### src/rtl/uart_tx_arbiter.sv
// uart_tx_arbiter
// Shares one UART transmitter byte port among NUM_CH byte sources.
// Arbitration is round-robin with packet locking. A granted channel keeps the
// transmitter until it marks its last byte, hits MAX_BYTES, or leaves
// req_valid low for TIMEOUT cycles. An optional header byte
// (HDR_BASE + channel) opens every granted burst so the far end can
// demultiplex the serial stream.

// Per-channel qualifier. It gates one source onto the shared byte bus and
// returns that source's ready strobe while this channel owns the DATA phase.
module uart_tx_arb_lane (
    input  logic       sel_i,
    input  logic [7:0] data_i,
    input  logic       valid_i,
    input  logic       last_i,
    input  logic       tx_ready_i,
    output logic [7:0] data_o,
    output logic       valid_o,
    output logic       last_o,
    output logic       ready_o
);
    // AND-gate everything so the top can simply OR the lanes together.
    always_comb begin
        data_o  = sel_i ? data_i : 8'h00;
        valid_o = sel_i & valid_i;
        last_o  = sel_i & last_i;
        ready_o = sel_i & tx_ready_i;
    end
endmodule

module uart_tx_arbiter #(
    parameter int         NUM_CH    = 4,
    parameter int         HDR_EN    = 1,
    parameter logic [7:0] HDR_BASE  = 8'hA0,
    parameter int         MAX_BYTES = 16,
    parameter int         TIMEOUT   = 1024
) (
    input  logic                clk,
    input  logic                rst_n,
    input  logic [NUM_CH*8-1:0] req_data_i,
    input  logic [NUM_CH-1:0]   req_valid_i,
    input  logic [NUM_CH-1:0]   req_last_i,
    output logic [NUM_CH-1:0]   req_ready_o,
    output logic [7:0]          tx_data_o,
    output logic                tx_valid_o,
    input  logic                tx_ready_i,
    output logic [NUM_CH-1:0]   grant_o,
    output logic                busy_o
);
    localparam int IW  = (NUM_CH > 1) ? $clog2(NUM_CH) : 1;
    localparam int BCW = $clog2(MAX_BYTES + 1);

    localparam logic [1:0] S_IDLE = 2'd0;
    localparam logic [1:0] S_HDR  = 2'd1;
    localparam logic [1:0] S_DATA = 2'd2;

    // Terminal counts: the transfer/stall that lands on these releases the grant.
    localparam logic [BCW-1:0] BYTE_LAST  = BCW'(MAX_BYTES - 1);
    localparam logic [15:0]    STALL_LAST = 16'(TIMEOUT - 1);

    logic [1:0]        state_q, state_d;
    logic [NUM_CH-1:0] grant_q, grant_d;
    logic [IW-1:0]     idx_q, idx_d;
    logic [IW-1:0]     rr_q, rr_d;
    logic [BCW-1:0]    byte_cnt_q, byte_cnt_d;
    logic [15:0]       stall_cnt_q, stall_cnt_d;

    logic [NUM_CH-1:0]      lane_sel;
    logic [NUM_CH-1:0]      lane_vld;
    logic [NUM_CH-1:0]      lane_last;
    logic [NUM_CH-1:0]      lane_rdy;
    logic [NUM_CH-1:0][7:0] lane_data;

    logic [7:0]    sel_data;
    logic          sel_vld;
    logic          sel_last;
    logic          pick_vld;
    logic [IW-1:0] pick_idx;
    logic          xfer;
    logic          rel;
    logic [7:0]    hdr_byte;

    // Only the owner's lane is opened, and only once the header (if any) is out.
    assign lane_sel = (state_q == S_DATA) ? grant_q : '0;

    generate
        for (genvar g = 0; g < NUM_CH; g++) begin : g_lane
            uart_tx_arb_lane u_lane (
                .sel_i      (lane_sel[g]),
                .data_i     (req_data_i[8*g +: 8]),
                .valid_i    (req_valid_i[g]),
                .last_i     (req_last_i[g]),
                .tx_ready_i (tx_ready_i),
                .data_o     (lane_data[g]),
                .valid_o    (lane_vld[g]),
                .last_o     (lane_last[g]),
                .ready_o    (lane_rdy[g])
            );
        end
    endgenerate

    // Collapse the one-hot gated lanes into the owner's byte/valid/last.
    always_comb begin
        sel_data = 8'h00;
        for (int i = 0; i < NUM_CH; i++) begin
            sel_data = sel_data | lane_data[i];
        end
        sel_vld  = |lane_vld;
        sel_last = |lane_last;
    end

    // Rotating-priority search: first requester after the last winner, with wrap.
    always_comb begin
        pick_vld = 1'b0;
        pick_idx = '0;
        for (int k = 1; k <= NUM_CH; k++) begin
            int c;
            c = int'(rr_q) + k;
            if (c >= NUM_CH) c = c - NUM_CH;
            if (!pick_vld && req_valid_i[c]) begin
                pick_vld = 1'b1;
                pick_idx = IW'(c);
            end
        end
    end

    // Header tag wraps mod 256 by construction of the 8-bit add.
    assign hdr_byte = HDR_BASE + 8'(idx_q);

    // Transmitter-side outputs are purely combinational from state and inputs.
    always_comb begin
        tx_valid_o = 1'b0;
        tx_data_o  = 8'h00;
        case (state_q)
            S_HDR: begin
                tx_valid_o = 1'b1;
                tx_data_o  = hdr_byte;
            end
            S_DATA: begin
                tx_valid_o = sel_vld;
                tx_data_o  = sel_data;
            end
            default: ;
        endcase
    end

    assign xfer        = tx_valid_o & tx_ready_i;
    assign req_ready_o = lane_rdy;
    assign grant_o     = grant_q;
    assign busy_o      = (state_q != S_IDLE);

    // Grant lifecycle: arbitrate, optional header, locked data until release.
    always_comb begin
        state_d     = state_q;
        grant_d     = grant_q;
        idx_d       = idx_q;
        rr_d        = rr_q;
        byte_cnt_d  = byte_cnt_q;
        stall_cnt_d = stall_cnt_q;
        rel         = 1'b0;
        case (state_q)
            S_IDLE: begin
                if (pick_vld) begin
                    state_d           = (HDR_EN != 0) ? S_HDR : S_DATA;
                    grant_d           = '0;
                    grant_d[pick_idx] = 1'b1;
                    idx_d             = pick_idx;
                    rr_d              = pick_idx;
                    byte_cnt_d        = '0;
                    stall_cnt_d       = '0;
                end
            end
            S_HDR: begin
                if (xfer) state_d = S_DATA;
            end
            S_DATA: begin
                if (xfer && (sel_last || byte_cnt_q == BYTE_LAST)) begin
                    rel = 1'b1;
                end else if (xfer) begin
                    byte_cnt_d  = byte_cnt_q + BCW'(1);
                    stall_cnt_d = '0;
                end else if (sel_vld) begin
                    // Valid but transmitter busy is not a stall.
                    stall_cnt_d = '0;
                end else if (stall_cnt_q == STALL_LAST) begin
                    rel = 1'b1;
                end else begin
                    stall_cnt_d = stall_cnt_q + 16'd1;
                end
                if (rel) begin
                    state_d     = S_IDLE;
                    grant_d     = '0;
                    byte_cnt_d  = '0;
                    stall_cnt_d = '0;
                end
            end
            default: begin
                state_d = S_IDLE;
                grant_d = '0;
            end
        endcase
    end

    // State registers; reset leaves channel 0 first in line.
    always_ff @(posedge clk or negedge rst_n) begin
        if (!rst_n) begin
            state_q     <= S_IDLE;
            grant_q     <= '0;
            idx_q       <= '0;
            rr_q        <= IW'(NUM_CH - 1);
            byte_cnt_q  <= '0;
            stall_cnt_q <= '0;
        end else begin
            state_q     <= state_d;
            grant_q     <= grant_d;
            idx_q       <= idx_d;
            rr_q        <= rr_d;
            byte_cnt_q  <= byte_cnt_d;
            stall_cnt_q <= stall_cnt_d;
        end
    end
endmodule

### config.mk
export PLATFORM = sky130hd
export DESIGN_NAME = uart_tx_arbiter
export DESIGN_NICKNAME = d
export VERILOG_FILES = /design/src/rtl/uart_tx_arbiter.sv
export SDC_FILE = /design/constraint.sdc
export NUM_CORES = 1
export LEC_CHECK = 0
export CAP_MARGIN = 20
export CORE_MARGIN = 8
export CORE_UTILIZATION = 45
export CTS_CLUSTER_DIAMETER = 80
export CTS_CLUSTER_SIZE = 20
export DETAILED_ROUTE_END_ITERATION = 6
export HOLD_SLACK_MARGIN = 0.1
export PLACE_DENSITY_LB_ADDON = 0.1
export SYNTH_ARGS = -nofsm -noshare
export SYNTH_HDL_FRONTEND = slang
export SYNTH_SLANG_ARGS = --single-unit
### constraint.sdc
create_clock -name clk -period 2.28 [get_ports clk]
set_input_delay 0.57 -clock clk [delete_from_list [all_inputs] [get_ports clk]]
set_output_delay 0.57 -clock clk [all_outputs]
set_load 0.005 [all_outputs]
-- Yosys cells after proc, flatten, opt, wreduce, memory -nomap -nowiden
Index checks and enable logic that the tools add are counted.
- register bits: 31
- bits of input ports: 43
- output and inout bits: 18
- word-level logic and storage cells: 130
- add/subtract/negate cells: 11
- magnitude comparators: 10
- eq/ne operators: 10
- mux-type cells: 57
- bitwise gates (word level): 17
- reductions and logical operators: 19
- operator list (cell ; number):
    $lt 32x4->1 const B ; 4
    $mux 32 ; 4
    $mux 16 ; 6
    $mux 8 ; 4
    $pmux 16 s2 ; 1
    $or 8x8->8 ; 3
    $mux 5 ; 4
    $mux 1 ; 18
    $add 16x1->16 const B ; 1
    $eq 16x10->1 const B ; 1
    $pmux 8 s2 ; 1
    $mux 2 ; 7
    $and 1x1->1 ; 13
    $mux 4 ; 3
    $pmux 4 s3 ; 1
    $sub 3x3->4 const B ; 3
    $pmux 5 s2 ; 1
    $ge 3x3->1 const B ; 3
    $add 8x2->8 const A ; 1
    $bmux 1 s2 ; 4
    $reduce_and 4->1 ; 2
    $reduce_or 4->1 ; 2
    $add 2x2->3 const B ; 2
    $ne 3x2->1 const B ; 2
    24 further kinds ; 33

-- Longest topological paths before layout
Gate-level depths: netlist of run 1.
- depth after elaboration: 22
- gate-level depth with buffers: 9
- mapped depth without buffers: 9

-- Modules after synthesis
A second synthesis of run 1 with hierarchy kept.
- cells, all modules: 253
- area total of the unflattened synthesis: 2192.1 um2
- by module, submodules not included (module ; times used ; cells each ; area an instance (um2) ; seq. area each (um2)):
    uart_tx_arbiter ; 1 ; 205 ; 1871.8 ; 778.2
    uart_tx_arb_lane ; 4 ; 12 ; 80.1 ; 0.0

-- Worst setup path before layout of run 1
OpenSTA, ideal clock, no wires.
- kind: flip-flop to flip-flop
- from: register byte_cnt_q[0]
- to: register grant_q[0] (netlist: grant_o[0])
- setup time: 0.128 ns
- arrival time: 1.982 ns
- required time: 2.152 ns
- setup slack: 0.170 ns
- stages on the path, launching flop included: 10
- buffers on the path: 0
- clock period less this slack: 2.110 ns
- path through: dfrtp_1 ha_1 and3_1 ha_1 a21oi_1 and2_1 nand2_1 o311ai_1 nor2_4 mux2_1
- cells in the longest elaborated chain, start to end: 7
- RTL lines (item ; line ; source):
    start: declaration ; 65 ; logic [BCW-1:0] byte_cnt_q, byte_cnt_d;
    start signal: assignment ; 218 ; byte_cnt_q <= byte_cnt_d;
    $eq 5x4->1 ; 177 ; if (xfer && (sel_last || byte_cnt_q == BYTE_LAST)) begin
    $logic_or 1x1->1 ; 177 ;
    $logic_and 1x1->1 ; 177 ;
    $mux 1 ; 177 ;
    $mux 1 ; 161 ; case (state_q)
    $ne 2x1->1 (no line) ; - ;
    $reduce_and 3->1 (no line) ; - ;
    end signal: assignment ; 215 ; grant_q <= grant_d;
    end: declaration ; 62 ; logic [NUM_CH-1:0] grant_q, grant_d;
Every way passes these cells. The select of a mux whose other input is x is not followed.
A chain may end at the register's enable or synchronous reset.

-- Worst setup path after layout of run 1
- from: register stall_cnt_q[6]
- to: register state_q[0]
- cells in the longest elaborated chain, start to end: 8
- RTL lines (item ; line ; source):
    start: declaration ; 66 ; logic [15:0] stall_cnt_q, stall_cnt_d;
    start signal: assignment ; 219 ; stall_cnt_q <= stall_cnt_d;
    $eq 16x10->1 ; 185 ; end else if (stall_cnt_q == STALL_LAST) begin
    $mux 1 ; 185 ;
    $mux 1 ; 182 ; end else if (sel_vld) begin
    $mux 1 ; 179 ; end else if (xfer) begin
    $mux 1 ; 177 ;
    $mux 1 ; 161 ;
    $ne 2x1->1 (no line) ; - ;
    $reduce_and 3->1 (no line) ; - ;
    end signal: assignment ; 214 ; state_q <= state_d;
    end: declaration ; 61 ; logic [1:0] state_q, state_d;
Every way passes these cells. The select of a mux whose other input is x is not followed.

==> results.md, run 1 <==
- Global route overflow: 0
- DR pass1 iterations: 4
- Fin. Hold Viols: 0
- Post-Layout Cell Count: 388
- Switching part of the total power: 0.224
- EDFF count, synth: 0
- CP Capture Type: flip-flop
- Busiest grt layer: met2
- Worst-path fanout max: 5
- Cell family with most CP delay: simple AND/OR/NAND/NOR gates
- Mapped Area: 2140 um^2
- Worst slew margin: 0.607
- Main synth FF type: dfrtp_1
- NetSw: 247 uW
- DP HPWL: 4910 um
- Antenna Cells: 0
- Antenna violations before repair: 0
- Chip width: 84.9 um
- GR Util met1: 0.243
- Cells after synthesis: 234
- Mean Syn Cell Area: 9.13 um^2
- Failing checks: negative setup slack
- Routability Congestion: 0.814
- Initial Util: 0.459
- Yosys cell types: 52
- Fillers: 355
- Worst-case clock buffer depth: 2
- Wire per inst: 17.7 um
- Clk sinks: 31
- Ratio of cells with drive above 1 in the final layout: 0.278
- Worst Setup Start Kind: flip-flop
- Total of max-cap violations: 0
- Worst Skew: 0.00849 ns
- DRT iter0 DRCs: 107
- CP required: 2.49 ns
- Die area: 7210 um^2
- Via density: 5.63
- Vias: 2186
- Largest net degree at the start of global routing: 32
- Met2 usage: 0.280
- Met3 Use GR: 0.0492
- Total GRT Usage: 0.182
- Worst stage delay on the critical path: 0.48 ns
- Yosys warns: 0
- First-pass GRT wire length: 10600 um
- Clock latency on the worst-skew pair: 0.29 ns
- Setup Crit Path Kind: reg2reg
- Worst-path cell chain: nand4_4, nor4_1, and4b_2, buf_6, buf_12, mux2i_4, a221oi_1, a2bb2oi_1
- Post-route DRC violation count: 0
- Bufs and invs on worst path: 2
- VDD IR max: 0.265 mV
- Pin slew with the least headroom to its limit: 0.585 ns
- H-Tree Depth: 2
- Placed insts: 371
- Synthesized flop and latch total: 31
- Tot Pwr: 1100 uW
- Status: complete, but fails checks
- Final Critical Period: 2.29 ns
- Hold Slack: 0.482 ns
- Pleak: 0.00155 uW
- CTS tree: built
- Seq pwr share: 0.498
- Core area: 4660 um^2
- # port buffers: 60
- Period utilization: 1.00
- Post-synthesis sequential area ratio: 0.364
- Slew Viols, Final: 0
- Post-synth net total: 283
- P per Cell Area: 337 nW/um^2
- Die Y: 84.9 um
- Post-route worst setup slack: -0.0106 ns
- CTS root buf: clkbuf_8
- Reg clk slew, reported paths: 0.07 ns
- Vias in the first global route: 2062
- Final wirelength: 6880 um
- Slowest CP cell: dfrtp_1
- Crit path DAT: 2.50 ns
- Internal power: 857 uW
- Hold Buf Count CTS: 0
- Final setup TNS: -0.0133 ns
- Nets: 383
- Synth async-reset ratio: 1.00
- Hold WC Path Type: reg2reg
- Fmax: 437 MHz
- Clk network pwr share: 0.406
- Num rows: 25
- Final setup violation count: 2
- DRT antenna net count: 0
- Comb power frac: 0.095
- IO Pins: 61
- Total CTS buffers: 5
- Area delta synth->final: 53.1%
[metrics by stage]
stage	setup WS [ns]	util	cell area, um^2
after global placement	-0.425	0.645	3010
after global routing	-0.0416	0.702	3270
final	-0.0106	0.702	3270
after detailed placement	-0.455	0.645	3010
after CTS	-0.00271	0.683	3190
after floorplan	0.170	-	2140
[metal layers]
metal / up-vias / part of all wire / wire length [um]
met5: - / 0 / 0
met4: 0 / 0.024 / 165
met3: 14 / 0.048 / 331
met2: 72 / 0.44 / 3000
met1: 1044 / 0.49 / 3390
li1: 1056 / - / -
[cells by family after synthesis]
kind of cell,count (synthesis),synth area share
mux,8,0.0463
compound gates,67,0.215
flops,31,0.364
simple gates,87,0.239
fa+ha+maj,6,0.0351
buf+inv,25,0.0597
xor+xnor,10,0.0410
[sequential cells by signal, summed over array words and instances (netlist names)]
name,flops
grant_o,4
state_q,2
stall_cnt_q,16
rr_q,2
byte_cnt_q,5
idx_q,2
[repair_timing]
action                                 in CTS  in global routing
pin swaps                                   5                  4
endpoints found under the hold margin       0                  0
setup buffers                               5                  5
resized for setup                          26                 28
setup endpoints to repair                  30                 20
[path summary, 6_finish.rpt]
path / startpoint / endpoint / slack (ns) / depth (start not counted)
max: stall_cnt_q[6]$_DFFE_PN0P_ / state_q[0]$_DFFE_PN0P_ / -0.01 / 8
min: rr_q[0]$_DFFE_PN1P_ / rr_q[0]$_DFFE_PN1P_ / 0.48 / 2
max reg2reg: stall_cnt_q[6]$_DFFE_PN0P_ / state_q[0]$_DFFE_PN0P_ / -0.01 / 8
min reg2reg: rr_q[0]$_DFFE_PN1P_ / rr_q[0]$_DFFE_PN1P_ / 0.48 / 2
max in group asynchronous: rst_n / rr_q[1]$_DFFE_PN1P_ / 1.27 / 2
min in group asynchronous: rst_n / grant_o[3]$_DFFE_PN0P_ / 0.68 / 2
[synth_stat cells (3+ instances only)]
master,number,area (um^2)
clkbuf_1,6,22.5
ha_1,6,75.1
nor4_1,6,37.5
or3_1,3,18.8
nor2_2,3,18.8
o21ai_0,9,45.0
xor2_1,3,26.3
xnor2_1,7,61.3
nand3_1,8,40.0
a22oi_1,16,120
dfrtp_1,29,726
nor3_2,3,30.0
nor2_1,16,60.1
nand2_1,24,90.1
nor2b_1,4,25.0
mux2_1,4,45.0
a22o_1,4,35.0
inv_1,12,45.0
nand4_1,5,31.3
and3_1,5,31.3
buf_4,5,37.5
a21oi_1,18,90.1
[final cells by class]
cell class                 count  area (um^2)  area share
inverter                      12         48.8      0.0149
clock buffer                   6         82.6      0.0252
tap                           54         67.6      0.0207
timing repair buffer         106          963       0.294
multi-input combinational    178         1330       0.405
sequential                    31          778       0.238
clock inverter                 1         5.00     0.00153
[worst min-delay path, delay by kind of cell, from the launching register on]
kind | cells | cell delay (ns)
AND/OR/NAND/NOR | 2 | 0.10
flip-flops | 1 | 0.38
[power by group through the flow]
| stage | combinational [uW] | clock [uW] | sequential, uW |
|---|---|---|---|
| detailed placement | 107 | 0 | 560 |
| floorplan | 8.90 | 0 | 560 |
| global placement | 106 | 0 | 560 |
| finish | 105 | 448 | 550 |
| CTS | 105 | 449 | 550 |
| global route | 113 | 479 | 550 |
[placed cells by master (no fill, tap or decap), types with 3 or more instances in the layout]
cell type,netlist,final
a21oi_1,18,13
a21oi_2,0,5
a22o_1,4,4
a22oi_1,16,15
and3_1,5,5
buf_4,5,40
buf_6,2,4
clkbuf_8,0,6
clkdlybuf4s50_1,0,42
dfrtp_1,29,29
dlygate4sd2_1,0,10
dlymetal6s2s_1,0,4
ha_1,6,3
inv_1,12,9
mux2_1,4,4
nand2_1,24,22
nand3_1,8,8
nand4_1,5,5
nor2_1,16,16
nor2_2,3,3
nor2b_1,4,4
nor4_1,6,5
o21ai_0,9,8
or3_1,3,3
xnor2_1,7,7
xor2_1,3,3
Power figures use the tool's default switching activity.
==> run 2, diff against run 1 <==
==> constraint.sdc (replaced) <==
create_clock -name clk -period 2.3 [get_ports clk]
set_input_delay 0.575 -clock clk [delete_from_list [all_inputs] [get_ports clk]]
set_output_delay 0.575 -clock clk [all_outputs]
set_load 0.005 [all_outputs]
==> run 2 against run 1 <==
Effect of this change: critical endpoint is now tx_data_o[7]; total power is 9.8% higher; cell count decreased by 1.0%; the flow now finishes without violations; clock skew shrank 0.00069 ns; sequential share of layout area is 0.15 points lower.
==> results.md, run 2 (synthesized netlist as in run 1, its figures left out) <==
- Status: completed
- Worst slack, placed: -0.472 ns (-0.0167 ns)
- Hold Slack: 0.474 ns (-0.00823 ns)
- Comb power frac: 0.088 (-0.007)
- DRT antenna net count: 0 (unchanged)
- # port buffers: 60 (unchanged)
- R2R depth: 9 (+1)
- Clock latency on the worst-skew pair: 0.29 ns (about the same)
- Die area: 7210 um^2 (unchanged)
- Num rows: 25 (unchanged)
- First-pass GRT wire length: 10100 um (-3.8%)
- IO Pins: 61 (unchanged)
- Final setup violation count: 0 (-2)
- Crit path DAT: 1.68 ns (-0.82 ns)
- Internal power: 966 uW (+13%)
- Fmax: 444 MHz
- Routability Congestion: 0.815 (about the same)
- CP required: 1.73 ns (-0.76 ns)
- Post-Layout Inst Area: 3290 um^2 (+0.65%)
- Max reg flops: 16 (unchanged)
- Vias in the first global route: 2018 (-2.1%)
- Final Critical Period: 2.25 ns
- NetSw: 247 uW (-0.13%)
- Pin slew with the least headroom to its limit: 0.617 ns (+0.0322 ns)
- Met1 wire length: 3130 um (-7.6%)
- Initial Util: 0.459 (unchanged)
- Largest net degree at the start of global routing: 32 (unchanged)
- Slew Viols, Final: 0 (unchanged)
- Vias: 2166 (-0.91%)
- Slowest CP cell: clkdlybuf4s50_1
- Register-to-register setup slack: 0.11 ns (+0.12 ns)
- Wire per inst: 16.6 um (-6.3%)
- Worst-case clock buffer depth: 2 (unchanged)
- Antenna violations before repair: 0 (unchanged)
- Global route overflow: 0 (unchanged)
- Bufs and invs on worst path: 2 (unchanged)
- Fin. Hold Viols: 0 (unchanged)
- Top Metal Used: met4
- Routed wl met3: 346 um (+4.5%)
- Seq pwr share: 0.450 (-0.048)
- Core area: 4660 um^2 (unchanged)
- Worst-path cell chain: clkdlybuf4s50_1, a22oi_1, a21oi_1, o21a_1, dlygate4sd2_1
- Hold Path Depth: 2 (unchanged)
- Post-route DRC violation count: 0 (unchanged)
- Die Y: 84.9 um (unchanged)
- DR WL met2: 2850 um (-5.1%)
- Reg clk slew, reported paths: 0.06 ns (about the same)
- Total CTS buffers: 5 (unchanged)
- CP Capture Type: output pin
- Final wirelength: 6390 um (-7.2%)
- Worst Setup Start Kind: input port
- Worst stage delay on the critical path: 0.40 ns (-0.08 ns)
- Largest reg by FF count: stall_cnt_q
- Worst-path fanout max: 1 (-4)
- Crit. path cell count: 5 (-3)
- DR pass1 iterations: 4 (unchanged)
- Total of max-cap violations: 0 (unchanged)
- Final setup TNS: 0 ns (+0.0133 ns)
- DP HPWL: 4800 um (-2.1%)
- Placed cell areas: 2990 um^2 (-0.58%)
- Fillers: 356 (+0.28%)
- Total GRT Usage: 0.175 (-0.00715)
- Hold WC Path Type: reg2reg
- Worst Skew: 0.00780 ns (-0.000689 ns)
- Area delta synth->final: 54.1%
- Pleak: 0.00155 uW (+0.13%)
- Via density: 5.64 (+0.12%)
- Post-route worst setup slack: 0.0492 ns (+0.0599 ns)
- DRT iter0 DRCs: 95 (-11%)
- Period utilization: 0.979
- Antenna Cells: 0 (unchanged)
- Setup Crit Path Kind: in2out
- P per Cell Area: 368 nW/um^2 (+9.1%)
- VDD IR max: 0.443 mV (+67%)
- Clk network pwr share: 0.462 (+0.056)
- Commonest non-fill, non-tap cell in the layout: clkdlybuf4s50_1
- Chip width: 84.9 um (unchanged)
- Commonest cells after routing, fill and taps aside: clkdlybuf4s50_1 (41), buf_4 (36), dfrtp_1 (29), nand2_1 (23)
- CTS root buf: clkbuf_8
- Final Core Density: 0.707 (+0.00456)
- Cell family with most CP delay: buffers and inverters
- Nets: 378 (-1.3%)
- CTS tree: built
- Switching part of the total power: 0.203 (-0.0203)
- Clk sinks: 31 (unchanged)
- Hold Buf Count CTS: 0 (unchanged)
- Ratio of cells with drive above 1 in the final layout: 0.252 (-0.0269)
- Worst slew margin: 0.585 (-0.0220)
- H-Tree Depth: 2 (unchanged)
[run 2: power groups by stage]
stage                     combinational (uW)  sequential [uW]  clock, uW
final                                    106              545        560
after global routing                     114              545        598
after CTS                                103              545        574
after detailed placement                 106              555          0
after global placement                   105              555          0
after floorplan                         8.83              556          0
[run 2: final cells by class]
type                            count  area (um^2)  area share
Multi-Input combinational cell    178         1340       0.407
Clock buffer                        6         82.6      0.0251
Tap cell                           54         67.6      0.0205
Inverter                           12         45.0      0.0137
Timing Repair Buffer              101          946       0.287
Clock inverter                      2         35.0      0.0106
Sequential cell                    31          778       0.236
[run 2: final timing paths]
check / start / end
max: req_data_i[7] / tx_data_o[7]
min: rr_q[0]$_DFFE_PN1P_ / rr_q[0]$_DFFE_PN1P_
max reg2reg: byte_cnt_q[0]$_DFFE_PN0P_ / grant_o[1]$_DFFE_PN0P_
min reg2reg: rr_q[0]$_DFFE_PN1P_ / rr_q[0]$_DFFE_PN1P_
max in group asynchronous: rst_n / rr_q[1]$_DFFE_PN1P_
min in group asynchronous: rst_n / byte_cnt_q[4]$_DFFE_PN0P_
[run 2: per-stage QoR]
step / cells / power, uW
floorplan: 234 / 564
global placement: 367 / 660
detailed placement: 367 / 661
CTS: 379 / 1220
global route: 384 / 1260
finish: 384 / 1210
[run 2: per-layer routing]
layer / GRT usage / vias up
met2: 0.262 / 67
met1: 0.237 / 1047
met5: 0 / -
li1: - / 1046
met4: 0.0485 / 0
met3: 0.0512 / 6
[run 2: what timing repair did]
item / 4_1_cts / 5_1_grt
pin swaps: 7 / 10
buffers inserted: 4 / 5
resized for setup: 24 / 18
endpoints found under the hold margin: 0 / 0
endpoints found under the setup margin: 17 / 16
[run 2: worst min-delay path, delay by kind of cell (launching register included)]
| kind | cells | cell delay, ns |
|---|---|---|
| flops | 1 | 0.38 |
| simple gates | 2 | 0.10 |
==> run 3, diff against run 2 <==
--- a/config.mk
+++ b/config.mk
@@ -9,7 +9,7 @@
 export CORE_MARGIN = 8
 export CORE_UTILIZATION = 45
 export CTS_CLUSTER_DIAMETER = 80
-export CTS_CLUSTER_SIZE = 20
+export CTS_CLUSTER_SIZE = 16
 export DETAILED_ROUTE_END_ITERATION = 6
 export HOLD_SLACK_MARGIN = 0.1
 export PLACE_DENSITY_LB_ADDON = 0.1
==> results of run 3 <==
Same layout as run 2: the final DEF is identical, and so are final timing and power.
